### src/rtl/attopu_ctrl.sv
// attopu_ctrl -- multi-cycle control unit for the attopu core.
//
// Fetches one instruction word into an internal IR, decodes it and drives
// the datapath strobes for one EXEC cycle. Memory ops add MEM cycles until
// mem_ack arrives. Branches test the C/Z flags latched by an earlier ALU op.
//
// Handshakes:
//   instr_valid/instr_ready: a word is taken on a rising edge where both are
//     high. instr_ready is high only in FETCH. instr_valid is ignored in
//     every other state.
//   mem_req/mem_ack: mem_req stays high through every MEM cycle. The access
//     completes on the edge where mem_ack is high. mem_ack is ignored outside
//     MEM.
//
// Ports:
//   clk, rst_n              clock, asynchronous active-low reset
//   instr_valid, instr      instruction word offered by instruction memory
//   instr_ready             control is in FETCH
//   alu_c, alu_z            ALU flags for the current cycle
//   c_flag, z_flag          latched flags
//   mem_req, mem_ack, memWE data memory handshake and write qualifier
//   dAddrSel                data address comes from the register file
//   regDataInSource         writeback data comes from memory
//   immData                 writeback data comes from addr
//   regFileWE               register-file write strobe
//   regInSel, regOutSel1/2  register selects (continuously from IR)
//   aluOp                   ALU op field (continuously from IR)
//   addr                    extended address/immediate, 0 when unused
//   pc_we, nextPCSel        PC update strobe and source (00 PC+1, 01 addr)
//   halt, resume            halted indication and halt exit request
//   dbgState                current FSM state
//
// Build option: define ATTOPU_HALT_RESUME_EN to let resume leave HALT.
// Without it, HALT exits only through reset.

module attopu_ctrl #(
    parameter int IW      = 16,
    parameter int RSEL_W  = 2,
    parameter int ALUOP_W = 7,
    parameter int AW      = 16
) (
    input  logic               clk,
    input  logic               rst_n,
    input  logic               instr_valid,
    input  logic [IW-1:0]      instr,
    output logic               instr_ready,
    input  logic               alu_c,
    input  logic               alu_z,
    output logic               c_flag,
    output logic               z_flag,
    output logic               mem_req,
    input  logic               mem_ack,
    output logic               memWE,
    output logic               dAddrSel,
    output logic               regDataInSource,
    output logic               immData,
    output logic               regFileWE,
    output logic [RSEL_W-1:0]  regInSel,
    output logic [RSEL_W-1:0]  regOutSel1,
    output logic [RSEL_W-1:0]  regOutSel2,
    output logic [ALUOP_W-1:0] aluOp,
    output logic [AW-1:0]      addr,
    output logic               pc_we,
    output logic [1:0]         nextPCSel,
    output logic               halt,
    input  logic               resume,
    output logic [1:0]         dbgState
);

    localparam int AFW = IW - 3 - RSEL_W;

    localparam logic [2:0] OP_ALU = 3'b000;
    localparam logic [2:0] OP_LDI = 3'b001;
    localparam logic [2:0] OP_LDX = 3'b011;
    localparam logic [2:0] OP_STX = 3'b101;
    localparam logic [2:0] OP_BR  = 3'b110;
    localparam logic [2:0] OP_HLT = 3'b111;

    typedef enum logic [1:0] {
        FETCH = 2'd0,
        EXEC  = 2'd1,
        MEM   = 2'd2,
        HALT  = 2'd3
    } state_t;

    state_t          state;
    state_t          stateNext;
    logic [IW-1:0]   ir;
    logic            loadIr;
    logic            latchFlags;

    logic [2:0]      opcode;
    logic [AFW-1:0]  absAddr;
    logic            brFlagSel;
    logic            brFlag;
    logic            brTaken;
    logic [AW-1:0]   addrZext;
    logic [AW-1:0]   addrSext;

    assign opcode     = ir[IW-1 -: 3];
    assign absAddr    = ir[AFW-1:0];
    assign brFlagSel  = ir[IW-4];
    assign brFlag     = ir[IW-5];
    assign regInSel   = ir[IW-4 -: RSEL_W];
    assign regOutSel1 = ir[IW-4-RSEL_W -: RSEL_W];
    assign regOutSel2 = ir[IW-4-2*RSEL_W -: RSEL_W];
    assign aluOp      = ir[ALUOP_W-1:0];
    assign dbgState   = state;

    // Branch condition uses only the latched flags, never this cycle's ALU flags.
    assign brTaken  = ((brFlagSel ? z_flag : c_flag) == brFlag);
    assign addrZext = AW'(absAddr);
    assign addrSext = AW'($signed(absAddr));

`ifndef ATTOPU_HALT_RESUME_EN
    logic unusedResume;
    assign unusedResume = resume;
`endif

    always_ff @(posedge clk or negedge rst_n) begin
        if (!rst_n) begin
            state  <= FETCH;
            ir     <= '0;
            c_flag <= 1'b0;
            z_flag <= 1'b0;
        end else begin
            state <= stateNext;
            if (loadIr) begin
                ir <= instr;
            end
            if (latchFlags) begin
                c_flag <= alu_c;
                z_flag <= alu_z;
            end
        end
    end

    // All combinational outputs are forced low while reset is asserted, so
    // an in-flight memory request drops without waiting for a clock edge.
    always_comb begin
        stateNext       = state;
        loadIr          = 1'b0;
        latchFlags      = 1'b0;
        instr_ready     = 1'b0;
        mem_req         = 1'b0;
        memWE           = 1'b0;
        dAddrSel        = 1'b0;
        regDataInSource = 1'b0;
        immData         = 1'b0;
        regFileWE       = 1'b0;
        addr            = '0;
        pc_we           = 1'b0;
        nextPCSel       = 2'b00;
        halt            = 1'b0;
        if (rst_n) begin
            case (state)
                FETCH: begin
                    instr_ready = 1'b1;
                    if (instr_valid) begin
                        loadIr    = 1'b1;
                        stateNext = EXEC;
                    end
                end
                EXEC: begin
                    case (opcode)
                        OP_ALU: begin
                            regFileWE  = 1'b1;
                            latchFlags = 1'b1;
                            pc_we      = 1'b1;
                            stateNext  = FETCH;
                        end
                        OP_LDI: begin
                            immData   = 1'b1;
                            regFileWE = 1'b1;
                            addr      = addrZext;
                            pc_we     = 1'b1;
                            stateNext = FETCH;
                        end
                        OP_LDX, OP_STX: begin
                            stateNext = MEM;
                        end
                        OP_BR: begin
                            pc_we = 1'b1;
                            if (brTaken) begin
                                nextPCSel = 2'b01;
                                addr      = addrSext;
                            end
                            stateNext = FETCH;
                        end
                        OP_HLT: begin
                            stateNext = HALT;
                        end
                        default: begin
                            pc_we     = 1'b1;
                            stateNext = FETCH;
                        end
                    endcase
                end
                MEM: begin
                    mem_req  = 1'b1;
                    dAddrSel = 1'b1;
                    // Only LD ind and ST ind reach MEM, so opcode splits them.
                    if (opcode == OP_STX) begin
                        memWE = 1'b1;
                    end else begin
                        regDataInSource = 1'b1;
                    end
                    if (mem_ack) begin
                        regFileWE = (opcode != OP_STX);
                        pc_we     = 1'b1;
                        stateNext = FETCH;
                    end
                end
                HALT: begin
                    halt = 1'b1;
`ifdef ATTOPU_HALT_RESUME_EN
                    if (resume) begin
                        pc_we     = 1'b1;
                        stateNext = FETCH;
                    end
`endif
                end
                default: begin
                    stateNext = FETCH;
                end
            endcase
        end
    end

endmodule
### config.mk
export PLATFORM = sky130hd
export DESIGN_NAME = attopu_ctrl
export DESIGN_NICKNAME = d
export VERILOG_FILES = /design/src/rtl/attopu_ctrl.sv
export SDC_FILE = /design/constraint.sdc
export NUM_CORES = 1
export LEC_CHECK = 0
export ABC_AREA = 1
export CAP_MARGIN = 20
export CORE_MARGIN = 2
export CORE_UTILIZATION = 43
export DETAILED_ROUTE_END_ITERATION = 16
export PLACE_DENSITY = 0.92
export RECOVER_POWER = 100
export SLEW_MARGIN = 20
export SYNTH_ARGS = -nofsm -noshare
export SYNTH_HDL_FRONTEND = slang
export SYNTH_SLANG_ARGS = --single-unit
### constraint.sdc
create_clock -name clk -period 4.66 [get_ports clk]
set_clock_uncertainty 0.1 [all_clocks]
set_input_delay 0.699 -clock clk [delete_from_list [all_inputs] [get_ports clk]]
set_output_delay 0.699 -clock clk [all_outputs]
set_load 0.05 [all_outputs]
Word level (Yosys, flattened, before mapping)
Index checks and enable logic that the tools add are counted.

storage, ports and cells
  register bits after elaboration = 20
  input bits = 23
  output and inout port bits = 44

operators by class
  equal/unequal tests = 12
  muxes and demuxes = 42
  reductions and logical operators = 7

operators by type and width
  operator              count
  $mux W16              3
  $mux W1               32
  $pmux W16 S2          1
  $eq A3 B3 Y1 const B  3
  $pmux W2 S3           1
  $eq A2 B2 Y1 const B  2
  $mux W2               2
  $ne A2 B2 Y1 const B  2
  $pmux W1 S2           2
  $pmux W2 S2           1
  $reduce_and A4 Y1     1
  $reduce_or A2 Y1      2
  $eq A3 B1 Y1 const B  1
  $eq A3 B2 Y1 const B  1
  $logic_not A3 Y1      1
  $ne A3 B3 Y1 const B  1
  $reduce_bool A3 Y1    1
  $reduce_or A3 Y1      1
  $eq A2 B1 Y1 const B  1
  $logic_not A2 Y1      1
  $eq A1 B1 Y1          1

Depth between registers and ports, before layout
Gate-level depths: netlist of the first run.

  depth in word-level cells = 6
  depth in mapped cells = 8
  mapped depth without buffers = 7

Worst setup path before layout of the first run
No wires, ideal clock.

  path type = reg2out
  start point = register state[0] (netlist: dbgState[0])
  end point = output addr[12]
  arrival time = 2.500 ns
  data required time = 3.861 ns
  path slack = 1.361 ns
  cell stages (with the launch flop) = 8
  buffers on the path = 2
  path through = dfrtp_1 -> ha_1 -> nand2_1 -> inv_2 -> buf_4 -> nand3_1 -> nor2_1 -> buf_4

between the ends
  cells in the longest elaborated chain, start to end = 3

ends and longest elaborated chain
  item                      RTL line  RTL
  start: declaration        86        state_t state;
  start signal: assignment  127       state <= stateNext;
  $eq A2 B1 Y1              156       case (state)
  $mux W16                  156
  $mux W16                  155       if (rst_n) begin
  end: declaration          62        output logic [AW-1:0] addr,

No other way between the ends.

Worst setup path after layout of the first run
  start point = input rst_n
  end point = output instr_ready

between the ends
  cells in the longest elaborated chain, start to end = 1

ends and longest elaborated chain
  item                RTL line  RTL
  start: declaration  43        input logic rst_n,
  $mux W1             155
  end: declaration    46        output logic instr_ready,

No other way between the ends.

==> results of run 1 <==
-- power by group --
part,total [uW],switching [uW],internal [uW],leakage (uW)
clock,147,59.8,87.0,0.0000279
combinational,772,555,217,0.000687
sequential,326,72.6,253,0.000237
-- routing by layer --
layer  vias up  GRT usage, %
met2        37          29.3
met5         -             0
met1       568          25.5
met3         7          2.16
met4         0          5.71
li1        644             -
-- logic make-up after synthesis --
logic type,count (synthesis),synth area share (%)
compound gates,23,10.8
fa+ha+maj,4,3.70
buf+inv,44,19.1
flops,20,37.0
other cells,1,0.277
simple gates,91,29.0
-- path summary, 6_finish.rpt --
path                             start          end  slack (ns)  cells past startpoint
setup / recovery                 rst_n  instr_ready        0.93                      5
hold / removal                   ir[9]        ir[9]        0.41                      2
setup reg to reg           dbgState[0]       ir[14]        2.52                      7
hold reg to reg                  ir[9]        ir[9]        0.41                      2
max in group asynchronous        rst_n  dbgState[1]        3.48                      2
min in group asynchronous        rst_n        ir[1]        0.73                      2
-- placed cells by master (no fill, tap or decap) --
cell type,n
conb_1,1
buf_4,1
o22ai_1,1
nand3_1,21
nand2_2,1
nand3_4,1
a21oi_1,13
dlygate4sd3_1,40
ha_1,4
o21ai_0,1
nor2_1,13
nor2_2,1
clkbuf_4,3
clkdlybuf4s50_1,19
inv_2,2
nand3_2,1
a21oi_2,8
inv_1,16
nand2_1,53
dfrtp_1,20
bufinv_16,1
clkbuf_1,5
-- metrics by stage --
stage	area [um^2]	util, %	setup slack (ns)	cells	hold WS [ns]
final	1890	62.3	0.934	270	0.408
after detailed placement	1850	61.2	1.19	266	0.386
after floorplan	1350	-	1.36	183	0.303
after global routing	1890	62.3	0.794	270	0.440
after CTS	1900	62.9	1.19	270	0.416
after global placement	1850	61.2	1.21	266	0.379
-- registers in the layout, indices dropped and copies added, names as in the netlist --
signal and flops:
ir 16, dbgState 2, c_flag 1, z_flag 1
-- area by class of cell --
| type | count | area [um^2] | area share, % |
|---|---|---|---|
| Clock buffer | 3 | 22.5 | 1.19 |
| Tap cell | 44 | 55.1 | 2.92 |
| Sequential cell | 20 | 500 | 26.5 |
| Multi-Input combinational cell | 119 | 593 | 31.5 |
| Clock inverter | 1 | 30.0 | 1.59 |
| Inverter | 18 | 67.6 | 3.58 |
| Timing Repair Buffer | 65 | 617 | 32.7 |
-- tightest hold or removal path: cells and delay by family (launching register included) --
family / cells / cell delay, ns
simple gates: 2 / 0.11
flops: 1 / 0.38
==> results.yml, run 1 <==
status:
  status: "finished clean"
detailed_routing:
  drtAntennaViolNets: 0
  drt-met1-wl_um: 1440
  first_pass_iters: 4
  drc: 0
  drt-vias-per-instance: 4.65
  drt-total-wl_um: 3250
  drt_first_iter_violations: 36
  wl_per_cell_um: 12.0
  via_count: 1256
  wl_met2_um: 1600
  met3_length_um: 139
  top_layer: "met4"
global_route:
  grt_pass1_vias: 1062
  grt_overflow: 0
  grt_max_degree: 26
  grt_util_all_layers_pct: 18.3
  grt_pass1_wl_um: 5060
  antenna_found_initial: 0
power:
  max-vdd-ir-drop_mv: 0.317
  power_uw: 1240
  power_leakage_uw: 0.000952
  p_per_area_mw_per_mm2: 660
sta:
  setup_viol: 0
  report.final.hold_viol_count: 0
  final.min_clock_period_ns: 3.73
  slew_headroom_pct: 57.0
  fmax_mhz: 268
  tns_ns: 0
  rsz0062_at_grt: "false"
  finalCritPeriodShare_pct: 80.0
  report.final.slew_viol_count: 0
  worstMarginPinSlew_ns: 0.643
logic_synthesis:
  synth_edf_count: 0
  synthTopCellsByArea: "dfrtp_1, nand2_1, buf_4"
  synth_warnings: 0
  yosysSeqAreaShare_pct: 37.0
  ys_ff_latch: 20
  avgSynthCellArea_um2: 7.39
  syn_area_mm2: 0.00135
  synth_cell_type_count: 20
  yosys.cell_count.top_type: "nand2_1"
  ys_top_cells_by_count: "nand2_1, nand3_1, buf_4, dfrtp_1, inv_1"
  synthFlopType: "dfrtp_1"
  yosys.area.top_type: "dfrtp_1"
  synth_cells: 183
  synth_async_sr_flop_share_pct: 100
  netlist.area_leader.share_pct: 37.0
  syn-num-nets: 210
worst_setup_path:
  critPathKind: "input port to output pin"
  path_common_cell: "dlygate4sd3_1"
  crit_path_max_incr_delay_ns: 0.94
  required_ns: 3.86
  slowest_stage: "dlygate4sd3_1"
  start_kind: "input port"
  critPathArrivalTime_ns: 2.93
  path_max_fanout: 25
  cp_cell_sequence: "dlygate4sd3_1 > buf_4 > nand2_1 > inv_1 > dlygate4sd3_1"
  critPathTopFamily: "buffers and inverters"
  endpoint_kind: "output pin"
  path_buf_inv: 4
floorplanning:
  core_area_mm2: 0.00303
  dieWidth_um: 60.1
  dieArea_mm2: 0.00361
  rows: 20
  start_util_pct: 44.7
  die_h_um: 60.1
  ioPinCount: 67
placed_design:
  routabilityCongestion: 0.828
  portBuffers: 64
  dp_hpwl_um: 2410
layout:
  nets: 254
  area_delta_synth_final_pct: 39.4
  final_layout_size_suffix_gt1_share_pct: 8.41
  antennaDiodeCount: 0
  fill_cells: 276
clock_tree:
  cts_resized: 0
  htree_levels: 1
  ctsHoldBuffers: 0
  clkSinkCount: 20
  cts_tree: "yes"
  root_buffer: "clkbuf_4"
  path_clk_slew_ns: 0.13
  cts_buffers: 3
  clk_latency_ns: 0.32
  cts_buffer_depth: 2
  cts_setup_buffers: 0
min_path:
  hp-class: "flop to flop"
job:
  cap_violations: 0
No activity file was read; power rests on OpenSTA's default activity.
==> run 2, diff against run 1 <==
--- a/config.mk
+++ b/config.mk
@@ -8,9 +8,9 @@
 export ABC_AREA = 1
 export CAP_MARGIN = 20
 export CORE_MARGIN = 2
-export CORE_UTILIZATION = 43
+export CORE_UTILIZATION = 36
 export DETAILED_ROUTE_END_ITERATION = 16
-export PLACE_DENSITY = 0.92
+export PLACE_DENSITY = 0.83
 export RECOVER_POWER = 100
 export SLEW_MARGIN = 20
 export SYNTH_ARGS = -nofsm -noshare
==> constraint.sdc (replaced) <==
create_clock -name clk -period 3.3 [get_ports clk]
set_clock_uncertainty 0.1 [all_clocks]
set_input_delay 0.495 -clock clk [delete_from_list [all_inputs] [get_ports clk]]
set_output_delay 0.495 -clock clk [all_outputs]
set_load 0.05 [all_outputs]
==> results.yml, run 2 (synthesis results as in run 1) <==
worst_setup_path:
  crit_path_max_incr_delay_ns: 0.59
  start_kind: "input port"
  slowest_stage: "dlygate4sd3_1"
  rr_worst_depth: 7
  ff2ff_setup_slack_ns: 1.26
  path_max_fanout: 13
  endpoint_kind: "output pin"
  cp_cell_sequence: "dlygate4sd3_1 > nand2_1 > inv_1 > nand3_1 > a21oi_1 > clkbuf_1"
  path_depth: 6
  path_buf_inv: 3
  critPathTopFamily: "buffers and inverters"
  critPathArrivalTime_ns: 2.27
  required_ns: 2.70
  critPathKind: "input port to output pin"
clock_tree:
  clkSinkCount: 20
  cts_buffers: 3
  htree_levels: 1
  cts_setup_buffers: 0
  root_buffer: "clkbuf_8"
  cts_buffer_depth: 2
  cts_tree: "yes"
  cts_resized: 0
  ctsHoldBuffers: 0
  clk_latency_ns: 0.25
  path_clk_slew_ns: 0.07
sta:
  slew_headroom_pct: 52.4
  report.final.hold_viol_count: 0
  setup_viol: 0
  report.final.slew_viol_count: 0
  rsz0062_at_grt: "false"
  finalCritPeriodShare_pct: 86.7
  final.min_clock_period_ns: 2.86
  tns_ns: 0
  fmax_mhz: 349
  hold_slack_ns: 0.394
  worstMarginPinSlew_ns: 0.714
floorplanning:
  core_area_mm2: 0.00363
  dieArea_mm2: 0.00426
  die_h_um: 65.3
  dieWidth_um: 65.3
  start_util_pct: 37.2
  ioPinCount: 67
  rows: 22
layout:
  area_delta_synth_final_pct: 54.1
  largest-register: "ir"
  final_layout_size_suffix_gt1_share_pct: 14.1
  antennaDiodeCount: 0
  fill_cells: 351
  design_area_mm2: 0.00208
  largest_reg_flops: 16
  regArea_um2: 500
  layout_common_cells: "nand2_1, buf_12, nand3_1"
  fin_cells: 275
  multiInputGateArea_um2: 548
  nets: 256
  layout_commonest_cell: "nand2_1"
min_path:
  min_path_cells: 2
  hp-class: "flop to flop"
placed_design:
  placed_cells: 272
  dp_hpwl_um: 2630
  dpl_cell_area_mm2: 0.00214
  routabilityCongestion: 0.764
  portBuffers: 64
status:
  status: "finished clean"
global_route:
  grt_max_degree: 21
  grt_pass1_vias: 1171
  antenna_found_initial: 0
  grt_overflow: 0
  grt_pass1_wl_um: 5530
  grt_util_all_layers_pct: 16.6
detailed_routing:
  drtAntennaViolNets: 0
  drc: 0
  drt-total-wl_um: 3390
  first_pass_iters: 4
  drt_first_iter_violations: 24
  wl_per_cell_um: 12.3
  drt-vias-per-instance: 4.60
  via_count: 1266
job:
  cap_violations: 0
power:
  power_leakage_uw: 0.000988
  max-vdd-ir-drop_mv: 0.477
  p_per_area_mw_per_mm2: 838
run 2: worst reg2reg max path, cell delays in order, from the launching register on:
cell     delay [ns]
dfrtp_1        0.43
inv_1          0.12
ha_1           0.17
nand2_1        0.06
inv_2          0.25
nand2_1        0.46
nor2_1         0.25
a21oi_1        0.06
run 2: metrics by stage:
step	power, uW	setup WS (ns)	util (%)
4_1_cts	1850	0.700	60.2
2_1_floorplan	1370	0.205	-
3_3_place_gp	1670	0.770	59.0
3_5_place_dp	1690	0.733	59.0
5_1_grt	1870	0.288	57.4
6_report	1750	0.438	57.4
run 2: cell type report:
class,count,area share (%)
Clock buffer,3,1.98
Timing Repair Buffer,67,41.6
Sequential cell,20,24.0
Multi-Input combinational cell,119,26.3
Inverter,18,3.24
Tap cell,48,2.88
run 2: path summary, 6_finish.rpt:
check | start | to
max in group asynchronous | rst_n | ir[6]
min in group asynchronous | rst_n | ir[15]
worst min-delay path | ir[5] | ir[5]
worst max register to register | dbgState[0] | ir[13]
worst min register to register | ir[5] | ir[5]
worst max-delay path | rst_n | addr[7]
run 2: routing by layer:
metal / global-route usage (%) / vias to the layer above / share of wire, %
met5: 0 / - / 0
met4: 2.34 / 0 / 0.53
met3: 4.79 / 2 / 6.7
met2: 30.0 / 35 / 50
met1: 19.9 / 582 / 42
li1: - / 647 / -
run 2: report_power, final:
part | leakage (uW) | switching, uW | internal [uW]
Clock | 0.0000216 | 76.6 | 81.1
Sequential | 0.000237 | 101 | 359
Combinational | 0.000729 | 770 | 361
Total | 0.000988 | 947 | 801
